File: src/rtl/ppg_pkg.sv
// Shared definitions for the PPG analyzer: ADC width, default window/hysteresis, FSM states.
package ppg_pkg;
  localparam int ADC_W      = 8;
  localparam int WINDOW_DEF = 16;
  localparam int HYST_DEF   = 8;

  typedef enum logic [1:0] {
    IDLE    = 2'd0,
    ACQUIRE = 2'd1,
    PUBLISH = 2'd2
  } state_t;
endpackage

File: src/rtl/ppg_channel_stats.sv
// Per-channel running min/max over one window, with AC (span) and DC (midpoint) derived from them.
module ppg_channel_stats
  import ppg_pkg::*;
(
  input  logic             CLK,
  input  logic             rst_n,
  input  logic             clear,
  input  logic             vld,
  input  logic [ADC_W-1:0] sample,
  output logic [ADC_W-1:0] ac,
  output logic [ADC_W-1:0] dc
);
  logic [ADC_W-1:0] mn, mx;
  logic [ADC_W:0]   sum;

  // A sample landing on the clear cycle seeds the next window instead of being lost.
  always_ff @(posedge CLK or negedge rst_n) begin
    if (!rst_n) begin
      mn <= '1;
      mx <= '0;
    end else if (clear) begin
      mn <= vld ? sample : '1;
      mx <= vld ? sample : '0;
    end else if (vld) begin
      if (sample < mn) mn <= sample;
      if (sample > mx) mx <= sample;
    end
  end

  assign sum = {1'b0, mx} + {1'b0, mn};
  assign ac  = (mx >= mn) ? mx - mn : '0;
  assign dc  = sum[ADC_W:1];
endmodule

File: src/rtl/ppg_analyzer.sv
// PPG window analyzer: captures RED/IR samples on LED falling edges, publishes per-window
// amplitude/midpoint and IR beat count through a valid/ready result register.
module ppg_analyzer
  import ppg_pkg::*;
#(
  parameter int WINDOW = WINDOW_DEF,
  parameter int HYST   = HYST_DEF
) (
  input  logic             CLK,
  input  logic             rst_n,
  input  logic             Setting_Done,
  input  logic             LED_RED,
  input  logic             LED_IR,
  input  logic [ADC_W-1:0] RED_ADC_Value,
  input  logic [ADC_W-1:0] IR_ADC_Value,
  output logic             Result_Valid,
  input  logic             Result_Ready,
  output logic [ADC_W-1:0] RED_AC,
  output logic [ADC_W-1:0] RED_DC,
  output logic [ADC_W-1:0] IR_AC,
  output logic [ADC_W-1:0] IR_DC,
  output logic [ADC_W-1:0] Beat_Count,
  output logic             Overrun
);
  localparam int PW = $clog2(WINDOW);

  logic [1:0]       rst_sync;
  logic             srst_n;
  state_t           state, nxt;
  logic             led_red_q, led_ir_q, red_vld, ir_vld;
  logic [ADC_W-1:0] red_smp, ir_smp;
  logic             acq, pub, red_ok, ir_ok, last;
  logic [PW-1:0]    pair_cnt;
  logic             red_seen, armed, first_win;
  logic [ADC_W-1:0] beat_cnt, prev_dc, thr_lo, thr_hi;
  logic [ADC_W:0]   lo_w, hi_w;
  logic [ADC_W-1:0] red_ac, red_dc, ir_ac, ir_dc;

  // Assert asynchronously, release two clocks later.
  always_ff @(posedge CLK or negedge rst_n) begin
    if (!rst_n) rst_sync <= '0;
    else        rst_sync <= {rst_sync[0], 1'b1};
  end
  assign srst_n = rst_sync[1];

  assign acq    = (state == ACQUIRE);
  assign pub    = (state == PUBLISH);
  assign red_ok = red_vld & (state != IDLE);
  assign ir_ok  = ir_vld & red_seen & acq;
  assign last   = ir_ok & (pair_cnt == PW'(WINDOW - 1));

  always_ff @(posedge CLK or negedge srst_n) begin
    if (!srst_n) begin
      led_red_q <= 1'b0;
      led_ir_q  <= 1'b0;
      red_vld   <= 1'b0;
      ir_vld    <= 1'b0;
      red_smp   <= '0;
      ir_smp    <= '0;
    end else begin
      led_red_q <= LED_RED;
      led_ir_q  <= LED_IR;
      red_vld   <= acq & led_red_q & ~LED_RED;
      ir_vld    <= acq & led_ir_q & ~LED_IR;
      if (led_red_q & ~LED_RED) red_smp <= RED_ADC_Value;
      if (led_ir_q & ~LED_IR)   ir_smp  <= IR_ADC_Value;
    end
  end

  ppg_channel_stats u_red (
    .CLK(CLK), .rst_n(srst_n), .clear(~acq), .vld(red_ok), .sample(red_smp),
    .ac(red_ac), .dc(red_dc)
  );
  ppg_channel_stats u_ir (
    .CLK(CLK), .rst_n(srst_n), .clear(~acq), .vld(ir_ok), .sample(ir_smp),
    .ac(ir_ac), .dc(ir_dc)
  );

  always_ff @(posedge CLK or negedge srst_n) begin
    if (!srst_n) state <= IDLE;
    else         state <= nxt;
  end

  always_comb begin
    nxt = state;
    case (state)
      IDLE:    if (Setting_Done) nxt = ACQUIRE;
      ACQUIRE: if (last) nxt = PUBLISH;
      PUBLISH: nxt = ACQUIRE;
      default: nxt = IDLE;
    endcase
    if (!Setting_Done) nxt = IDLE;
  end

  // Thresholds around the previous window's IR midpoint, clamped to the ADC range.
  assign hi_w   = {1'b0, prev_dc} + (ADC_W+1)'(HYST);
  assign lo_w   = {1'b0, prev_dc} - (ADC_W+1)'(HYST);
  assign thr_hi = hi_w[ADC_W] ? '1 : hi_w[ADC_W-1:0];
  assign thr_lo = lo_w[ADC_W] ? '0 : lo_w[ADC_W-1:0];

  always_ff @(posedge CLK or negedge srst_n) begin
    if (!srst_n) begin
      pair_cnt  <= '0;
      red_seen  <= 1'b0;
      armed     <= 1'b0;
      beat_cnt  <= '0;
      first_win <= 1'b1;
      prev_dc   <= '0;
    end else begin
      case (state)
        ACQUIRE: begin
          if (red_ok) red_seen <= 1'b1;
          if (ir_ok)  pair_cnt <= pair_cnt + PW'(1);
          if (ir_ok && !first_win) begin
            if (ir_smp < thr_lo) armed <= 1'b1;
            else if (armed && ir_smp > thr_hi) begin
              armed <= 1'b0;
              if (beat_cnt != '1) beat_cnt <= beat_cnt + 8'd1;
            end
          end
        end
        PUBLISH: begin
          pair_cnt  <= '0;
          red_seen  <= red_ok;
          beat_cnt  <= '0;
          first_win <= 1'b0;
          prev_dc   <= ir_dc;
        end
        default: begin
          pair_cnt  <= '0;
          red_seen  <= 1'b0;
          armed     <= 1'b0;
          beat_cnt  <= '0;
          first_win <= 1'b1;
        end
      endcase
    end
  end

  // A publish that coincides with acceptance keeps Valid high with fresh data and no overrun.
  always_ff @(posedge CLK or negedge srst_n) begin
    if (!srst_n) begin
      Result_Valid <= 1'b0;
      Overrun      <= 1'b0;
      RED_AC       <= '0;
      RED_DC       <= '0;
      IR_AC        <= '0;
      IR_DC        <= '0;
      Beat_Count   <= '0;
    end else if (pub) begin
      Result_Valid <= 1'b1;
      Overrun      <= Result_Valid & ~Result_Ready;
      RED_AC       <= red_ac;
      RED_DC       <= red_dc;
      IR_AC        <= ir_ac;
      IR_DC        <= ir_dc;
      Beat_Count   <= beat_cnt;
    end else if (Result_Valid && Result_Ready) begin
      Result_Valid <= 1'b0;
      Overrun      <= 1'b0;
    end
  end
endmodule

File: config.mk
export PLATFORM = sky130hd
export DESIGN_NAME = ppg_analyzer
export DESIGN_NICKNAME = d
export VERILOG_FILES = /design/src/rtl/ppg_pkg.sv /design/src/rtl/ppg_channel_stats.sv /design/src/rtl/ppg_analyzer.sv
export SDC_FILE = /design/constraint.sdc
export NUM_CORES = 1
export LEC_CHECK = 0
export CORE_AREA = 5 5 133 104
export DETAILED_ROUTE_END_ITERATION = 7
export DIE_AREA = 0 0 138 109
export PLACE_DENSITY = 0.77
export SYNTH_ARGS = -nofsm -noshare
export SYNTH_HDL_FRONTEND = slang
export SYNTH_SLANG_ARGS = --single-unit
File: constraint.sdc
create_clock -name CLK -period 4.2 [get_ports CLK]
set_input_delay 0.42 -clock CLK [delete_from_list [all_inputs] [get_ports CLK]]
set_output_delay 0.42 -clock CLK [all_outputs]
set_load 0.02 [all_outputs]
---- Word-level counts from Yosys, hierarchy flattened ----
Index checks and enable logic that the tools add are counted.
cells by class
  muxes and demuxes ....................... 40
  reductions and logical operators ........ 14
  equal/unequal tests ..................... 16
  bitwise logic cells ..................... 15
  add/sub/neg operators ................... 8
  order comparisons ....................... 8
operators by type and width
  kind                                                                 count
  8-bit 2-to-1 mux                                                     25
  8-bit > comparator                                                   3
  8-bit < comparator                                                   3
  8-bit by 8-bit adder with 9-bit output                               2
  2-bit by 1-bit != test with 1-bit output (second input constant)     9
  8-bit greater-or-equal comparator                                    2
  8-bit subtractor                                                     2
  1-bit bitwise AND                                                    11
  8-bit by 4-bit adder with 9-bit output (second input constant)       1
  8-bit by 4-bit subtractor with 9-bit output (second input constant)  1
  8-bit by 1-bit adder with 8-bit output (second input constant)       1
  4-bit 2-to-1 mux                                                     2
  8-bit != test (second input constant)                                1
  2-bit AND reduction                                                  4
  1-bit 2-to-1 mux                                                     7
  1-bit one-hot mux with 2 select lines                                3
  4-bit by 1-bit adder with 4-bit output (second input constant)       1
  4-bit == test (second input constant)                                1
  2-bit 2-to-1 mux                                                     2
  1-bit inverter                                                       4
  2-bit one-hot mux with 2 select lines                                1
  4-bit AND reduction                                                  1
  2-bit nonzero test                                                   2
  1-bit logical AND                                                    3
  9 further kinds                                                      9
word-level totals
  output and inout bits ................... 42
  input bits .............................. 22
  logic and storage cells ................. 125
  bits in registers ....................... 113

---- Depth between registers and ports, before layout ----
  word-level depth ........................ 8
  depth in mapped cells ................... 12
  gate-level depth less buffers ........... 11

---- By module ----
From an unflattened synthesis, not the netlist that was laid out.
second synthesis, totals
  cell total of the unflattened synthesis .. 700
  area, all modules ....................... 7294.5 um^2
by module, submodules not included
  module                      instances  area each (um^2)  sequential area each (um^2)  cells an instance
  ppg_analyzer                1          3923.8            2028.2                       316
  ppg_channel_stats at u_red  1          1686.6            410.4                        192
  ppg_channel_stats at u_ir   1          1684.1            410.4                        192

---- Worst setup path after synthesis ----
OpenSTA, ideal clock, no wires.
  kind .................................... register -> register
  start point ............................. register, netlist name IR_DC[4]
  end point ............................... register beat_cnt[4]
  setup slack ............................. 1.435 ns
  path buffers ............................ 1
  period minus slack after synthesis ...... 2.765 ns
  arrival time ............................ 2.687 ns
  cell stages (with the launch flop) ...... 12
  data required time ...................... 4.122 ns
  library setup time ...................... 0.078 ns
  cell sequence ........................... dfrtp_1 ha_1 a31oi_1 a31o_2 ha_1 nand4_1 nand3b_1 a21oi_1 o21ai_1 buf_2 or4_1 a21oi_1
RTL lines
  item                    line                 text
  end signal: assignment  ppg_analyzer.sv:118  if (beat_cnt != '1) beat_cnt <= beat_cnt + 8'd1;
  end: declaration        ppg_analyzer.sv:35   logic [ADC_W-1:0] beat_cnt, prev_dc, thr_lo, thr_hi;

==> metrics.md <==
| Metric | Value |
|---|---|
| Status | finished, final reports clean |
| Critical path type | reg -> reg |
| P_leak | 3.93 nW |
| First-pass GRT wire length | 28300 µm |
| Fin. max-slew vios | 0 |
| Port Buffers | 63 |
| CTS buffer count | 17 |
| Crit-path max cell delay | 0.58 ns |
| Share of power burned in registers | 0.404 |
| Syn-to-layout area delta | 19.1% |
| Largest net degree at the start of global routing | 81 |
| Synth Area in Simple Gates | 0.122 |
| Post-Synthesis Cells | 715 |
| Critical path startpoint category | flip-flop |
| CTS sink cnt | 113 |
| Initial core utilization | 0.567 |
| Drt drc | 0 |
| Setup-failing EPs final | 0 |
| Core Region | 12500 µm² |
| Critical path, cell by cell | and3_2 -> nor2b_1 -> nor2_1 -> ha_1 -> nand4_1 -> o21ai_1 -> a21oi_1 -> o21ai_1 -> or4_1 -> a21oi_1 |
| Multiplexer share of the synthesized area | 0.0715 |
| Maximum VDD drop | 0.000263 V |
| CTS HTree Levels | 4 |
| Post-Synth XOR/XNOR Area | 0.0296 |
| GRT Max-Usage Layer | met2 |
| Post-synthesis compound-gate area fraction | 0.160 |
| Detail Route Antenna Nets | 0 |
| Met1 GRT Util | 0.319 |
| Post-CTS Setup Bufs | 0 |
| Number of different library cells in the post-synthesis netlist | 60 |
| Clk Tree Root Cell | clkbuf_16 |
| Worst Hold Class | in -> async |
| Ys async rst share | 1.00 |
| Met3 Usage GRT | 0.0609 |
| DPL Wire Length | 12200 µm |
| Die area | 15000 µm² |
| RSZ-0062 raised after global routing | false |
| CP arrival | 3.44 ns |
| CTS Hold Bufs | 0 |
| Sequential element share of the synthesized area | 0.401 |
| Commonest non-fill, non-tap cell in the layout | dfrtp_1 |
| Sw Pwr | 0.770 mW |
| ANT cells | 0 |
| Vias in the first global route | 5649 |
| Vias per cell | 5.68 |
| Max clock buf depth | 2 |
| Ranking of synthesized cells by area | dfrtp_1 34%, ha_1 15%, dfstp_2 6.3%, inv_1 3.8%, mux2i_1 3.7% |
| Final period util | 0.740 |
| Synth Flop Type | dfrtp_1 |
| Fillers | 959 |
| Die Span Y | 109 µm |
| Cell Area, Synth | 7100 µm² |
| Most frequent cells in the layout | 95 x dfrtp_1, 84 x ha_1, 71 x inv_1 |
| Largest family of logic cells by synthesized area | adder cells |
| Post-CTS sizing | 0 |
| Clk_skew | 0.00825 ns |
| CP max stage cell | dfrtp_1 |
| Layout cells sized above 1 | 0.115 |
| Adder-Cell Fraction of Synth Area | 0.161 |
| Yosys top cell by area | dfrtp_1 |
| Post-synth EDFFs | 0 |
| Met2 GRT Util | 0.370 |
| Yosys warns | 0 |
| Clock group share of total power | 0.483 |
| # IOs | 64 |
| Final hold viol count | 0 |
| Max Clk Rate | 322 MHz |
| GRT Total Usage | 0.234 |
| DR pass1 iterations | 6 |
| Final net count | 886 |
| Via count | 5449 |
| Detail-routed net length per standard cell | 17.5 µm |
| Clk slew on worst S/H paths | 0.05 ns |
| Logic pwr share | 0.113 |
| Syn nets | 826 |
| Sw Ratio | 0.257 |
| Clock latency on the worst-skew pair | 0.42 ns |
| Max Cap Violations | 0 |
| Grt ovf | 0 |
| Initial detailed-routing violation count | 459 |
| Finished Core Util | 0.675 |
| Max_slew headroom | 0.300 |
| Worst Path Required | 4.53 ns |
| Avg Inst Size Synth | 9.93 µm² |
| Power Dens Cells | 354 nW/µm² |
| CTS tree | done |
| Internal Power | 2.23 mW |
| Slew @ Worst Pin | 1.05 ns |
| Antenna violations before repair | 0 |
| Critical path endpoint category | flip-flop |
| #FFs+latches synth | 113 |
| Design Power | 3.00 mW |
| Crit-path max FO | 12 |
| Row cnt | 36 |
| Post-route minimum period | 3.11 ns |
| Die Wd | 138 µm |
| Total Routed Length | 16800 µm |
| Top-area cell type share of the netlist area | 0.338 |
| GPL Wtd Cong | 0.912 |
| Setup TNS | 0 ns |
[synth_stat cells, types with 13 or more instances]
master     n
a21o_1    13
a21oi_1   46
clkbuf_1  18
dfrtp_1   96
dfstp_2   17
ha_1      85
inv_1     71
mux2_2    22
mux2i_1   26
nand2_1   45
nor2_1    51
o21ai_0   18
o22ai_1   16
xnor2_1   18
[cells by family (layout without fill, tap and decap cells)]
family	Yosys count	count (layout)
AOI/OAI and AO/OA	167	167
muxes	48	48
DFF	113	113
buffers and inverters	97	170
and+or+nand+nor	176	176
other	1	1
adders and majority gates	89	89
xor gates and xnor gates	24	24
[critical path: cells and delay by family (launching register included)]
kind                     cells  cell delay [ns]
AND/OR/NAND/NOR              5             1.37
adder cells (fa/ha/maj)      1             0.31
AO/OA/AOI/OAI                4             0.76
flip-flops                   1             0.58
[per-layer routing]
layer,routed length [µm],part of all wire,vias up
li1,-,-,2625
met1,7930,0.47,2655
met2,7630,0.45,146
met3,1000,0.060,23
met4,238,0.014,0
met5,0,0,-
[power by group through the flow]
| stage | Combinational (mW) | Clock, mW | Sequential [mW] |
|---|---|---|---|
| floorplan | 0.243 | 0 | 1.20 |
| detailed placement | 0.331 | 0 | 1.23 |
| CTS | 0.336 | 1.47 | 1.21 |
| global route | 0.382 | 1.51 | 1.22 |
| finish | 0.338 | 1.45 | 1.21 |
| global placement | 0.310 | 0 | 1.22 |
[registers in the layout (all words and copies together) (netlist names), 4 cells and up]
name and cells:
u_ir.mn 8, RED_AC 8, red_smp 8, IR_AC 8, IR_DC 8, RED_DC 8
pair_cnt 4, u_red.mx 8, u_red.mn 8, Beat_Count 8, beat_cnt 8, u_ir.mx 8
ir_smp 8
[area by class of cell]
class                   instances  area [µm²]  share of cell area
clock buffers                  21         450              0.0533
clock inverters                11         139              0.0164
flip-flops and latches        113        2850               0.337
inverters                      72         270              0.0320
well taps                     171         214              0.0253
multi-input cells             505        3880               0.458
repair buffers                 66         653              0.0772
[through the flow]
step,worst slack (ns),cell area (µm²),hold slack (ns),std cells
6_report,1.09,8460,0.169,959
4_1_cts,1.14,8460,0.156,959
3_5_place_dp,1.17,7870,0.347,927
5_1_grt,0.863,8460,0.161,959
2_1_floorplan,0.849,7100,0.124,715
3_3_place_gp,1.35,7870,0.339,927
[path summary, 6_finish.rpt]
path	slack, ns	end	cells after the start	startpoint
min in group CLK	0.36	rst_sync[1]	0	rst_sync[0]
worst max register to register	1.09	beat_cnt[6]	10	IR_DC[5]
worst min-delay path	0.17	rst_sync[1]	1	rst_n
worst max-delay path	1.09	beat_cnt[6]	10	IR_DC[5]
max in group asynchronous	2.62	first_win	1	rst_sync[1]
worst min register to register	0.36	rst_sync[1]	0	rst_sync[0]
Note: power is estimated with default switching activity, not from simulation.
